### src/rtl/audio_mix_i2s.sv
// Mixes the music and effect samples with saturation and streams the result
// to the codec DAC as a left-justified stereo frame, one mono word per slot.
module audio_mix_i2s #(
  parameter int HALF_BCLK = 16
) (
  input  logic        Clk,
  input  logic        Reset,
  input  logic        enable,
  input  logic [15:0] sample1,
  input  logic [15:0] sample2,
  input  logic        eff_en,
  input  logic [1:0]  vol_shift,
  output logic        AUD_BCLK,
  output logic        AUD_DACLRCK,
  output logic        AUD_DACDAT,
  output logic        data_over
);

  localparam int CW = (HALF_BCLK > 2) ? $clog2(HALF_BCLK) : 1;
  localparam logic [CW-1:0] CNT_LAST = CW'(HALF_BCLK - 1);

  typedef enum logic [1:0] {IDLE, START, RUN} state_t;

  state_t             state;
  logic [CW-1:0]      bclk_cnt;
  logic [4:0]         bit_idx;
  logic [15:0]        word;

  logic signed [15:0] eff_val;
  logic signed [16:0] sum;
  logic [15:0]        mix;
  logic [4:0]         next_idx;
  logic               toggle;
  logic               latch_now;

  // Disagreeing top two sum bits mean the 17-bit result left 16-bit range.
  always_comb begin
    eff_val = eff_en ? ($signed(sample2) >>> vol_shift) : 16'sd0;
    sum     = {sample1[15], sample1} + {eff_val[15], eff_val};
    mix     = sum[15:0];
    if (sum[16:15] == 2'b01)
      mix = 16'h7FFF;
    else if (sum[16:15] == 2'b10)
      mix = 16'h8000;
  end

  assign next_idx  = bit_idx + 5'd1;
  assign toggle    = (bclk_cnt == CNT_LAST);
  assign latch_now = (state == START) ||
                     ((state == RUN) && toggle && AUD_BCLK && (bit_idx == 5'd31));

  // Data and LRCK only move on BCLK falling toggles, so they are stable at
  // every rising edge the codec samples on.
  always_ff @(posedge Clk) begin
    if (Reset || !enable) begin
      state       <= IDLE;
      bclk_cnt    <= '0;
      bit_idx     <= '0;
      word        <= '0;
      AUD_BCLK    <= 1'b0;
      AUD_DACLRCK <= 1'b0;
      AUD_DACDAT  <= 1'b0;
      data_over   <= 1'b0;
    end else begin
      data_over <= 1'b0;
      if (state == IDLE) begin
        state <= START;
      end else if (latch_now) begin
        state       <= RUN;
        word        <= mix;
        bit_idx     <= '0;
        AUD_DACLRCK <= 1'b1;
        AUD_DACDAT  <= mix[15];
        bclk_cnt    <= '0;
        AUD_BCLK    <= 1'b0;
        data_over   <= 1'b1;
      end else if (state == RUN) begin
        if (toggle) begin
          bclk_cnt <= '0;
          AUD_BCLK <= ~AUD_BCLK;
          if (AUD_BCLK) begin
            bit_idx     <= next_idx;
            AUD_DACLRCK <= ~next_idx[4];
            AUD_DACDAT  <= word[~next_idx[3:0]];
          end
        end else begin
          bclk_cnt <= bclk_cnt + 1'b1;
        end
      end else begin
        state <= IDLE;
      end
    end
  end

endmodule

### config.mk
export PLATFORM = sky130hd
export DESIGN_NAME = audio_mix_i2s
export DESIGN_NICKNAME = d
export VERILOG_FILES = /design/src/rtl/audio_mix_i2s.sv
export SDC_FILE = /design/constraint.sdc
export NUM_CORES = 1
export LEC_CHECK = 0
export BUFFER_PORTS_ARGS = -buffer_cell sky130_fd_sc_hd__buf_2
export CORE_UTILIZATION = 30
export CTS_CLUSTER_SIZE = 25
export DETAILED_ROUTE_END_ITERATION = 16
export PLACE_DENSITY_LB_ADDON = 0.12
export SETUP_SLACK_MARGIN = 0.1
export SYNTH_ARGS = -nofsm -noshare
export SYNTH_HDL_FRONTEND = slang
export SYNTH_SLANG_ARGS = --single-unit
### constraint.sdc
create_clock -name Clk -period 13.3 [get_ports Clk]
set_input_delay 2.66 -clock Clk [delete_from_list [all_inputs] [get_ports Clk]]
set_output_delay 2.66 -clock Clk [all_outputs]
set_load 0.1 [all_outputs]
# == After elaboration in Yosys (flattened, before gate mapping) ==
# Index checks and enable logic that the tools add are counted.
# word_totals
regBits,31
inputBits,38
output_inout_bits,4
word_cells,68
# classes
n_addsub,3
order_cmp,1
eq_ne,8
shifts,1
n_mux,27
n_bitwise,4
n_reduce_logical,15
# op_table
cell,count
16-bit two-way mux,3
5-bit two-way mux,4
16-bit by 16-bit adder with 17-bit output,1
16-bit by 2-bit >>> shifter with 16-bit output,1
1-bit two-way mux,14
4-bit two-way mux,3
2-bit nonzero test,3
5-bit by 1-bit adder with 5-bit output (second input constant),1
5-bit equality test (second input constant),1
4-bit by 5-bit less-than comparator with 1-bit output (second input constant),1
4-bit by 1-bit adder with 4-bit output (second input constant),1
1-bit binary-select mux with 4-bit select,1
2-bit by 1-bit equality test with 1-bit output (second input constant),2
2-bit equality test (second input constant),2
4-bit equality test (second input constant),1
2-bit two-way mux,2
4-bit inverter,1
2-bit AND reduction,2
4-bit AND reduction,1
1-bit logical AND,3
3-bit by 2-bit != test with 1-bit output (second input constant),1
1-bit inverter,3
3-bit AND reduction,1
2-bit zero test,1
other kinds (4),5

# == Depth between registers and ports, before layout ==
# depth
depth_word,8
depth_mapped,15

# == Least setup slack after synthesis ==
# Ideal clock, no wire load.
# synth_path
path_type,input to register
from,input port vol_shift[0]
to,register word[12]
setup_ns,0.121
arrival_time_ns,6.217
t_required_ns,13.179
slack_ns,6.962
path_stages,13
path_buffers,2
path_cell_list,clkbuf_1 > buf_2 > mux4_2 > and2_1 > ha_1 > fa_1 > a211oi_1 > o21ai_1 > a31o_4 > a31oi_1 > mux2_2 > o2111ai_1 > nand2_1
# synth_between
elab_chain_len,6
# synth_rtl
item,line,rtl
start: declaration,12,"input logic [1:0] vol_shift,"
16-bit by 2-bit >>> shifter with 16-bit output *,38,eff_val = eff_en ? ($signed(sample2) >>> vol_shift) : 16'sd0;
16-bit two-way mux *,38,
16-bit by 16-bit adder with 17-bit output *,39,"sum = {sample1[15], sample1} + {eff_val[15], eff_val};"
2-bit equality test,43,else if (sum[16:15] == 2'b10)
16-bit two-way mux,43,
16-bit two-way mux *,41,if (sum[16:15] == 2'b01)
end signal: assignment,70,word <= mix;
end: declaration,27,logic [15:0] word;
# Every way passes the cells marked *; elsewhere a longest branch is shown, timed or not.
# A chain may end at the register's enable or synchronous reset.

# == Worst setup path in the final report ==
# layout_path
from,input port vol_shift[0]
to,register word[8]
# Same word-level chain as after synthesis.

==> run metrics <==
initial DRC count=87; hold buffers post-CTS=0; Worst Max-Slew Pin Slew=1070 ps; routability-driven placement congestion ratio=0.787; final hold vios=0; via count=2,694; final setup vio count=0; largest net degree at the start of global routing=25; hold crit path type=flop to flop; CTS root buf=clkbuf_8; Sum Neg Setup Slack=0 ps; largest cells by area after synthesis=dfxtp_1 21%, mux4_2 13%, ha_1 8.1%; nets=441; post-DR wirelength/cell=14.3 um; CP arrival=6280 ps; Port Buf Inserts=41; ys async rst share=0; PD cells=90.6 mW/mm^2; RSZ-0062 raised after global routing=no; FILL cells=981; Mapped Avg Cell Area=8.20 sq um; Max Cap Viol=0; Tcrit/Tclk final=0.461; YS warnings=0; Crit Path Class=input pin to flop; element type at the critical path end=flop; R2R Path Start=bit_idx[0]$_SDFFE_PP0P_; maximum vdd drop=43.4 uV; Total Die Area=0.0102 sq mm; CP Launch Type=input pin; die extent in y=101 um; Synth Area in Simple Gates=0.200; DRC=0; Die W=101 um; number of vias per cell=5.25; Post-Synth Adder-Cell Area=0.0880; Final Critical Period=6140 ps; Slew Viols, Final=0; DRT antenna net count=0; # rows=35; Routed Wire Length=7330 um; R2R cell count=8; CP Cell Sequence=buf_2 -> mux4_2 -> and2_1 -> ha_1 -> fa_1 -> a211oi_1 -> o21ai_1 -> a31o_4 -> a211oi_4 -> nand2_1 -> a311oi_1 -> nor3_1; crit path from=vol_shift[0]; CORE AREA=0.00933 sq mm; crit path max fanout=19; Mapped Cells=357; cts bufs inserted=5; Rel. slew slack=0.280; Synth Area in Compound Gates=0.273; post-synth top area share=0.212; cell taking the most area after synthesis=dfxtp_1; post-synthesis register bit count=31; I/O pin cnt=42; Worst EP required=13,440 ps; run status=finished, final reports clean; Worst-path clk slew=60 ps; Netlist cell types=51; r2r endpoint=word[12]$_SDFFE_PP0P_; number of H-tree levels=2; most frequent cells in the layout=41 x buf_2, 37 x a21oi_1, 32 x nor2_1; Initial Utilization=0.314; critical path's largest stage delay=610 ps; predominant post-synthesis flop cell=dfxtp_1; Synth-to-Final Area Change=13.0%; Detail Placement HPWL=5640 um; post-synthesis sequential area ratio=0.212; largest family of logic cells by synthesized area=compound AO/OA/AOI/OAI gates; initial antenna violation count=0; r2r setup slk=10,780 ps; first-pass GRT wire length=12,400 um; Max Clk Rate=0.163 GHz; Post-CTS Resized=0; Synth Net Count=415; Worst Clk Skew=8.91 ps; GRT overflow=0; Critical path destination=word[8]$_SDFFE_PP0P_; share of cells above drive strength 1=0.198; xor/xnor share of the synthesized area=0.0389; 1st-pass router iterations=4; total global-route track usage=0.153; Max Buffers Root-to-Sink=2; clk_lat worst skew=280 ps; CTS tree=done; final core utilization=0.355; Clock Sink Count=31; multiplexer share of the synthesized area=0.149; Post-synth EDFFs=0; Antenna Cells=0; Post-Syn Area=0.00293 sq mm; Leak=1.34 nW; Setup Fix Bufs, Post-CTS=0; vias in the first global route=2,509; slowest stage cell, crit path=a211oi_4; most common cell after layout, fill and taps aside=buf_2
sequential cells by signal, indices dropped and copies added (netlist names):
signal and cells:
AUD_DACDAT 1, bclk_cnt 4, AUD_BCLK 1, state 2
word 16, bit_idx 5, data_over 1, AUD_DACLRCK 1
cell type report:
class,count,area [sq um],share of cell area
clock buffer,6,82.6,0.0250
tap,129,161,0.0488
sequential,31,621,0.188
clock inverter,2,35.0,0.0106
timing repair buffer,41,205,0.0620
inverter,4,15.0,0.00454
multi-input combinational,300,2190,0.662
power by group:
part | internal, W | switching, W | leakage, nW
registers | 0.0000953 | 0.00000200 | 0.251
clock network | 0.0000606 | 0.0000366 | 0.0612
logic | 0.0000442 | 0.0000610 | 1.03
synth_stat cells, types with 2 or more instances:
| library cell | n |
|---|---|
| a21oi_1 | 37 |
| nor2_1 | 32 |
| dfxtp_1 | 31 |
| nand2_1 | 31 |
| o21ai_0 | 28 |
| a31oi_1 | 19 |
| ha_1 | 19 |
| mux4_2 | 17 |
| and2_1 | 15 |
| clkbuf_1 | 14 |
| and3_1 | 10 |
| nand3_1 | 9 |
| nor3_1 | 9 |
| xnor2_1 | 8 |
| o211ai_1 | 7 |
| nand2b_1 | 5 |
| nor2b_1 | 5 |
| xor2_1 | 5 |
| a21o_1 | 4 |
| a32oi_1 | 4 |
| inv_1 | 4 |
| o21a_1 | 4 |
| a211oi_1 | 3 |
| mux2i_1 | 3 |
| a22oi_1 | 2 |
| buf_1 | 2 |
| buf_2 | 2 |
| buf_6 | 2 |
| clkbuf_2 | 2 |
| mux2_2 | 2 |
| o21ai_1 | 2 |
per-layer routing:
layer	vias up	track usage	share of wire
li1	1394	-	-
met3	4	0.0257	0.031
met1	1251	0.215	0.51
met2	45	0.245	0.45
met5	-	0	0
met4	0	0.0334	0.0071
through the flow:
| stage | power (W) | hold WS, ps | setup WS (ps) | instance area (sq um) | cells |
|---|---|---|---|---|---|
| detailed placement | 0.000204 | 451 | 6840 | 3190 | 505 |
| finish | 0.000300 | 458 | 7160 | 3310 | 513 |
| global placement | 0.000204 | 447 | 6870 | 3190 | 505 |
| CTS | 0.000303 | 459 | 7140 | 3310 | 513 |
| floorplan | 0.000182 | 433 | 6960 | 2930 | 357 |
| global route | 0.000319 | 492 | 6810 | 3310 | 513 |
critical path, delay by kind of cell:
| kind | cells | cell delay [ps] |
|---|---|---|
| AOI/OAI and AO/OA | 5 | 1680 |
| adders and majority gates | 2 | 630 |
| buffers and inverters | 1 | 370 |
| muxes | 1 | 570 |
| and+or+nand+nor | 3 | 370 |
how the worst min path moves through the flow:
stage	to	slack, ps	start	cells past startpoint
after CTS	word[15]$_SDFFE_PP0P_	460	word[15]$_SDFFE_PP0P_	2
after floorplan	word[15]$_SDFFE_PP0P_	430	word[15]$_SDFFE_PP0P_	2
final	word[15]$_SDFFE_PP0P_	460	word[15]$_SDFFE_PP0P_	2
after global routing	word[15]$_SDFFE_PP0P_	490	word[15]$_SDFFE_PP0P_	2
after detailed placement	word[15]$_SDFFE_PP0P_	450	word[15]$_SDFFE_PP0P_	2
after global placement	word[15]$_SDFFE_PP0P_	450	word[15]$_SDFFE_PP0P_	2
kinds of logic after synthesis:
kind of cell	after synthesis
and+or+nand+nor	121
DFF	31
muxes	22
xor gates and xnor gates	13
buffers and inverters	26
adders and majority gates	20
AOI/OAI and AO/OA	124
No activity file was read; power rests on OpenSTA's default activity.
